--- config.mk ---
export PLATFORM = sky130hd
export DESIGN_NAME = seg_scan_drv
export DESIGN_NICKNAME = d
export VERILOG_FILES = /design/src/rtl/seg_pkg.sv /design/src/rtl/seg_decode.sv /design/src/rtl/seg_scan_drv.sv
export SDC_FILE = /design/constraint.sdc
export NUM_CORES = 1
export LEC_CHECK = 0
export CORE_MARGIN = 2
export CORE_UTILIZATION = 50
export CTS_CLUSTER_SIZE = 12
export DETAILED_ROUTE_END_ITERATION = 12
export PLACE_DENSITY = 0.74
export SLEW_MARGIN = 20
export SYNTH_ARGS = -nofsm -noshare
export SYNTH_HDL_FRONTEND = slang
export SYNTH_SLANG_ARGS = --single-unit
--- constraint.sdc ---
create_clock -name clk -period 5.4 [get_ports clk]
set_clock_uncertainty 0.05 [all_clocks]
set_input_delay 1.08 -clock clk [delete_from_list [all_inputs] [get_ports clk]]
set_output_delay 1.08 -clock clk [all_outputs]
set_load 0.05 [all_outputs]
--- src/rtl/seg_pkg.sv ---
// Shared definitions for the seven-segment scan driver: glyphs, digit index type,
// group bit mapping and the display-state record.
package seg_pkg;

  // Segment order {a,b,c,d,e,f,g,dp}, active-high.
  localparam logic [7:0] SEG_0    = 8'hFC;
  localparam logic [7:0] SEG_1    = 8'h60;
  localparam logic [7:0] SEG_2    = 8'hDA;
  localparam logic [7:0] SEG_3    = 8'hF2;
  localparam logic [7:0] SEG_4    = 8'h66;
  localparam logic [7:0] SEG_5    = 8'hB6;
  localparam logic [7:0] SEG_6    = 8'hBE;
  localparam logic [7:0] SEG_7    = 8'hE0;
  localparam logic [7:0] SEG_8    = 8'hFE;
  localparam logic [7:0] SEG_9    = 8'hF6;
  localparam logic [7:0] SEG_DASH = 8'h02;
  localparam logic [7:0] SEG_OFF  = 8'h00;

  typedef logic [1:0] digit_idx_t;

  // Per-digit masks: left group in the upper nibble, right group in the lower one.
  localparam int unsigned GRP_W      = 4;
  localparam int unsigned GRP_L_LSB  = 4;
  localparam int unsigned GRP_R_LSB  = 0;

  typedef struct packed {
    logic [15:0] val_l;
    logic [15:0] val_r;
    logic [7:0]  blank;
    logic [7:0]  dp;
    logic [7:0]  blink;
    logic        lz_en;
  } disp_t;

  localparam disp_t DISP_RESET = '{
    val_l: 16'h0000,
    val_r: 16'h0000,
    blank: 8'hFF,
    dp:    8'h00,
    blink: 8'h00,
    lz_en: 1'b0
  };

  // Bit i set when digit i is a suppressed leading zero; digit 0 always shows.
  function automatic logic [3:0] lz_mask(input logic [15:0] v, input logic en);
    logic [3:0] m;
    m[3] = en && (v[15:12] == 4'd0);
    m[2] = m[3] && (v[11:8] == 4'd0);
    m[1] = m[2] && (v[7:4] == 4'd0);
    m[0] = 1'b0;
    return m;
  endfunction

endpackage

--- src/rtl/seg_decode.sv ---
// BCD nibble plus decimal point to seven-segment pattern; A..F render as a dash.
module seg_decode
  import seg_pkg::*;
(
  input  logic [3:0] bcd,
  input  logic       dp,
  output logic [7:0] seg
);

  logic [7:0] glyph;

  always_comb begin
    glyph = SEG_DASH;
    case (bcd)
      4'd0:    glyph = SEG_0;
      4'd1:    glyph = SEG_1;
      4'd2:    glyph = SEG_2;
      4'd3:    glyph = SEG_3;
      4'd4:    glyph = SEG_4;
      4'd5:    glyph = SEG_5;
      4'd6:    glyph = SEG_6;
      4'd7:    glyph = SEG_7;
      4'd8:    glyph = SEG_8;
      4'd9:    glyph = SEG_9;
      default: glyph = SEG_DASH;
    endcase
  end

  assign seg = glyph | {7'b0, dp};

endmodule

--- src/rtl/seg_scan_drv.sv ---
// Double-buffered, time-multiplexed driver for two 4-digit seven-segment groups.
// Define SEG_BLINK_EN to build the per-digit blink counter; otherwise blink is ignored.
module seg_scan_drv
  import seg_pkg::*;
#(
  parameter int unsigned DIGIT_CYCLES = 100000,
  parameter int unsigned BLINK_FRAMES = 125
) (
  input  logic        clk,
  input  logic        rst,
  input  logic        load,
  input  logic [15:0] val_l,
  input  logic [15:0] val_r,
  input  logic [7:0]  blank,
  input  logic [7:0]  dp,
  input  logic [7:0]  blink,
  input  logic        lz_en,
  output logic        pending,
  output logic        frame,
  output logic [7:0]  led_l,
  output logic [7:0]  led_r,
  output logic [3:0]  ena_l,
  output logic [3:0]  ena_r
);

  localparam int unsigned CNT_W = (DIGIT_CYCLES > 1) ? $clog2(DIGIT_CYCLES) : 1;
  localparam logic [CNT_W-1:0] CNT_MAX = CNT_W'(DIGIT_CYCLES - 1);

  logic [CNT_W-1:0] cnt_q;
  digit_idx_t       idx_q;
  disp_t            stage_d, stage_q, disp_q;
  logic             pending_q;
  logic             boundary;

  assign boundary = (cnt_q == CNT_MAX) && (idx_q == 2'd3);

  always_ff @(posedge clk or negedge rst) begin
    if (!rst) begin
      cnt_q <= '0;
      idx_q <= '0;
    end else if (cnt_q == CNT_MAX) begin
      cnt_q <= '0;
      idx_q <= idx_q + 2'd1;
    end else begin
      cnt_q <= cnt_q + 1'b1;
    end
  end

  always_comb begin
    stage_d       = DISP_RESET;
    stage_d.val_l = val_l;
    stage_d.val_r = val_r;
    stage_d.blank = blank;
    stage_d.dp    = dp;
    stage_d.blink = blink;
    stage_d.lz_en = lz_en;
  end

  // Display takes the old staging contents even when a load lands on the boundary.
  always_ff @(posedge clk or negedge rst) begin
    if (!rst) begin
      stage_q   <= DISP_RESET;
      disp_q    <= DISP_RESET;
      pending_q <= 1'b0;
    end else begin
      if (boundary && pending_q) begin
        disp_q <= stage_q;
      end
      if (load) begin
        stage_q   <= stage_d;
        pending_q <= 1'b1;
      end else if (boundary) begin
        pending_q <= 1'b0;
      end
    end
  end

  logic [3:0] blk_l, blk_r;

`ifdef SEG_BLINK_EN
  localparam int unsigned BLK_W = (BLINK_FRAMES > 1) ? $clog2(BLINK_FRAMES) : 1;
  localparam logic [BLK_W-1:0] BLK_MAX = BLK_W'(BLINK_FRAMES - 1);

  logic [BLK_W-1:0] bcnt_q;
  logic             phase_q;

  always_ff @(posedge clk or negedge rst) begin
    if (!rst) begin
      bcnt_q  <= '0;
      phase_q <= 1'b0;
    end else if (boundary) begin
      if (bcnt_q == BLK_MAX) begin
        bcnt_q  <= '0;
        phase_q <= ~phase_q;
      end else begin
        bcnt_q <= bcnt_q + 1'b1;
      end
    end
  end

  assign blk_l = disp_q.blink[GRP_L_LSB +: GRP_W] & {4{phase_q}};
  assign blk_r = disp_q.blink[GRP_R_LSB +: GRP_W] & {4{phase_q}};
`else
  logic unused_blink;
  assign unused_blink = ^disp_q.blink;
  assign blk_l        = 4'b0000;
  assign blk_r        = 4'b0000;
`endif

  logic [3:0] nib_l, nib_r, dp_l, dp_r, bl_l, bl_r, lzm_l, lzm_r;
  logic [7:0] seg_l, seg_r;
  logic       dark_l, dark_r;
  logic [3:0] sel;

  assign nib_l = disp_q.val_l[{idx_q, 2'b00} +: 4];
  assign nib_r = disp_q.val_r[{idx_q, 2'b00} +: 4];
  assign dp_l  = disp_q.dp[GRP_L_LSB +: GRP_W];
  assign dp_r  = disp_q.dp[GRP_R_LSB +: GRP_W];
  assign bl_l  = disp_q.blank[GRP_L_LSB +: GRP_W];
  assign bl_r  = disp_q.blank[GRP_R_LSB +: GRP_W];
  assign lzm_l = lz_mask(disp_q.val_l, disp_q.lz_en);
  assign lzm_r = lz_mask(disp_q.val_r, disp_q.lz_en);

  seg_decode u_dec_l (
    .bcd (nib_l),
    .dp  (dp_l[idx_q]),
    .seg (seg_l)
  );

  seg_decode u_dec_r (
    .bcd (nib_r),
    .dp  (dp_r[idx_q]),
    .seg (seg_r)
  );

  assign dark_l = bl_l[idx_q] | lzm_l[idx_q] | blk_l[idx_q];
  assign dark_r = bl_r[idx_q] | lzm_r[idx_q] | blk_r[idx_q];
  assign sel    = 4'b0001 << idx_q;

  logic [7:0] led_l_q, led_r_q;
  logic [3:0] ena_l_q, ena_r_q;

  // First cycle of each slot keeps enables low so the old digit cannot ghost.
  always_ff @(posedge clk or negedge rst) begin
    if (!rst) begin
      led_l_q <= SEG_OFF;
      led_r_q <= SEG_OFF;
      ena_l_q <= 4'b0000;
      ena_r_q <= 4'b0000;
    end else begin
      led_l_q <= dark_l ? SEG_OFF : seg_l;
      led_r_q <= dark_r ? SEG_OFF : seg_r;
      ena_l_q <= (dark_l || cnt_q == '0) ? 4'b0000 : sel;
      ena_r_q <= (dark_r || cnt_q == '0) ? 4'b0000 : sel;
    end
  end

  assign pending = pending_q;
  assign frame   = boundary;
  assign led_l   = led_l_q;
  assign led_r   = led_r_q;
  assign ena_l   = ena_l_q;
  assign ena_r   = ena_r_q;

endmodule

==> results.md <==
* Run status: complete, no violations
* Post-CTS Hold Buffers at 0
* Grt met3 use at 5.271%
* Routed via count at approximately 3.7k
* Leakage power at about 3.4 nW
* Tot Pwr at 2.453 mW
* Starting Density at between 50% and 60%
* Final number of hold-violating endpoints at 0
* Die H at 114.8 um
* Worst-Skew Late Latency at 420 ps
* Netlist cell types at 40
* Routed WL at between 10000 and 15000 um
* # clock sinks at 142
* Sequential Power Share at roughly 46%
* Worst Path Arrival at 2910 ps
* Critical path's slowest cell: clkdlybuf4s50_1
* Width of the chip at 114.8 um
* Ys async rst share at between 90% and 100%
* Synth area leaders: dfrtp_1, mux2_2, dfstp_2
* Most frequent cell after synthesis: dfrtp_1
* Crit start category: register
* Post-synth top cells: dfrtp_1, mux2_2, nor3_1
* Fin nets at 594
* Root buf cell: clkbuf_16
* Fillers at 900
* Rows at 40
* WP data required at ~4300 ps
* Sw frac at between 10% and 20%
* Largest net degree at the start of global routing at 93
* Global Route Usage Sum at around a fifth
* Longest Clk Path Bufs at 2
* Max Clk Rate at 0.2474 GHz
* Ys Warns at 0
* Synthesized instance count at 438
* Grt total ovfl at 0
* Placed wire-length estimate at ~7500 um
* Maxcap violations at 0
* Relative slew slack at roughly a third
* Worst-path clk slew at 60 ps
* RSZ-0062 raised after global routing: false
* Met2 Use GR at about 30%
* CP cell instances: ha_1 > inv_1 > nor4_1 > clkdlybuf4s50_1
* Syn Area/Cell at 14.01 um^2
* Buf/Inv on CP at 2
* Final worst-path cycle share at between 70% and 80%
* Grt met1 use at 24.79%
* Cell family with most CP delay: buffers and inverters
* Die ar. at between 10000 and 15000 um^2
* Number of global-route vias before repair at approximately 3.9k
* Initial antenna violation count at 0
* Max Slew Vio Count at 0
* Ant. Diodes at 0
* Critical path capture point type: primary output
* H-tree level count at 4
* Sequential area share after synthesis at about three fifths
* Avg WL per Cell at around 17 um
* Setup CP Type: register to primary output
* Area leader, netlist: dfrtp_1
* I/O pin cnt at 86
* Share of layout cells above drive strength 1 at a little under a third
* Comb power frac at 4.3%
* GRT busiest layer: met2
* Post-layout minimum cycle time at slightly above 4000 ps
* FF+latch count, synth at 142
* Top FF cell, synth: dfrtp_1
* Placeable core area at approximately 12000 um^2
* RePlAce Congestion at 0.8355
* Largest stage delay, worst path at around 890 ps
* Max IR drop VDD at roughly 0.00021 V
* Syn_nets at approximately 500
* Setup bufs post-CTS at 0
* CTS tree: done
* Detail Route Antenna Nets at 0
* Worst-margin pin slew at ~1000 ps
* Via-per-instance ratio at about 5.4
* Pint at between 1.5 and 2 mW
* Post-synth EDFFs at 0
* Dpl cell area at between 7000 and 8000 um^2
* TNS Setup at 0 ps
* Mapped Area at between 6000 and 7000 um^2
* Setup Viol. Count Final at 0
* Type of the most critical hold path: register to register
* Worst-path maximum fanout at 18
* First-pass GRT wire length at about 19000 um
* First-pass DRT Iterations at 4
* Clock share of power at ~50%
* CTS buffer count at 17
* Initial drt markers at 173
* I/O Buffers at 77
* Synth-to-layout area growth at 24.41%
* Post-CTS sizing at 0
* DRC at 0
* Post-synth top area share at 51.39%
* PwrDens at approximately 320 nW/um^2
* Switch Pwr at about 0.48 mW
* Finished Cell Area at roughly 7600 um^2
-- sequential cells by signal, indices dropped and copies added, names as in the netlist --
name	flops
disp_q	41
idx_q	2
led_r	8
cnt_q	17
led_l	8
bl_l	4
stage_q	49
bl_r	4
ena_l	4
pending	1
ena_r	4
-- logic make-up (layout without fill, tap and decap cells) --
family,Yosys count,in the layout,synth area share (%)
AOI/OAI and AO/OA,32,32,3.344
muxes,111,111,22.57
xor gates and xnor gates,15,15,2.141
adders and majority gates,16,16,3.263
and+or+nand+nor,87,87,7.626
buffers and inverters,35,127,2.814
DFF,142,142,58.24
-- power by group through the flow --
| stage | clock (mW) | sequential (mW) | combinational [mW] |
|---|---|---|---|
| final | 1.22 | 1.13 | 0.105 |
| after global routing | 1.29 | 1.13 | 0.117 |
| after CTS | 1.24 | 1.13 | 0.109 |
| after detailed placement | 0 | 1.14 | 0.108 |
| after global placement | 0 | 1.14 | 0.104 |
| after floorplan | 0 | 1.14 | 0.0449 |
-- per-stage QoR --
step	hold WS [ps]	util [%]	worst slack [ps]	cells
floorplan	406.4	-	1727	438
global placement	422.0	58.28	1766	646
detailed placement	426.8	58.28	1786	646
CTS	439.3	63.53	1332	677
global route	457.0	63.55	1127	677
finish	438.3	63.55	1358	677
-- layout by cell type (no fill, tap or decap), types with 3 or more instances in the layout --
cell | Yosys | layout
nor4_1 | 9 | 9
clkinv_2 | 0 | 4
nor3b_1 | 3 | 3
clkbuf_16 | 0 | 17
dfrtp_1 | 126 | 126
or2_2 | 3 | 3
clkdlybuf4s50_1 | 0 | 75
inv_1 | 15 | 15
ha_1 | 16 | 16
a211oi_1 | 8 | 8
o21ai_0 | 8 | 8
bufinv_16 | 0 | 4
and4_1 | 3 | 3
mux2_2 | 89 | 89
nand2_1 | 15 | 15
a21oi_1 | 8 | 8
nor3_1 | 18 | 18
nor2_1 | 14 | 14
buf_4 | 3 | 5
clkbuf_8 | 0 | 3
nand3_1 | 11 | 11
dfstp_2 | 16 | 16
mux4_2 | 12 | 12
mux2_1 | 10 | 10
xor2_1 | 8 | 8
xnor2_1 | 7 | 7
-- layout make-up --
| cell class | count | area [um^2] | share of cell area (%) |
|---|---|---|---|
| clock buffer | 20 | 466.7 | 6.114 |
| tap | 147 | 183.9 | 2.409 |
| timing repair buffer | 81 | 799.5 | 10.47 |
| inverter | 15 | 56.30 | 0.7376 |
| multi-input combinational | 261 | 2390 | 31.31 |
| clock inverter | 11 | 163.9 | 2.147 |
| sequential | 142 | 3573 | 46.81 |
-- per-layer routing --
metal	vias to the layer above	part of all wire (%)
li1	1721	-
met1	1848	45
met2	86	49
met3	20	4.8
met4	0	2.0
met5	-	0
-- worst reg2reg max path, cell delays in order, from the launching register on --
cell and delay (ps):
dfrtp_1 410, ha_1 230, and4_1 340, nand2_2 130
nor4_4 250, buf_4 550, mux2_2 480
-- final timing paths --
path | from | cells past startpoint | slack (ps) | endpoint
setup / recovery | idx_q[1] | 4 | 1360 | frame
hold / removal | stage_q[51] | 1 | 440 | disp_q[51]
setup reg to reg | cnt_q[0] | 6 | 2840 | disp_q[28]
hold reg to reg | stage_q[51] | 1 | 440 | disp_q[51]
max in group asynchronous | rst | 2 | 3460 | stage_q[11]
min in group asynchronous | rst | 1 | 680 | stage_q[26]
Note: power is estimated with default switching activity, not from simulation.
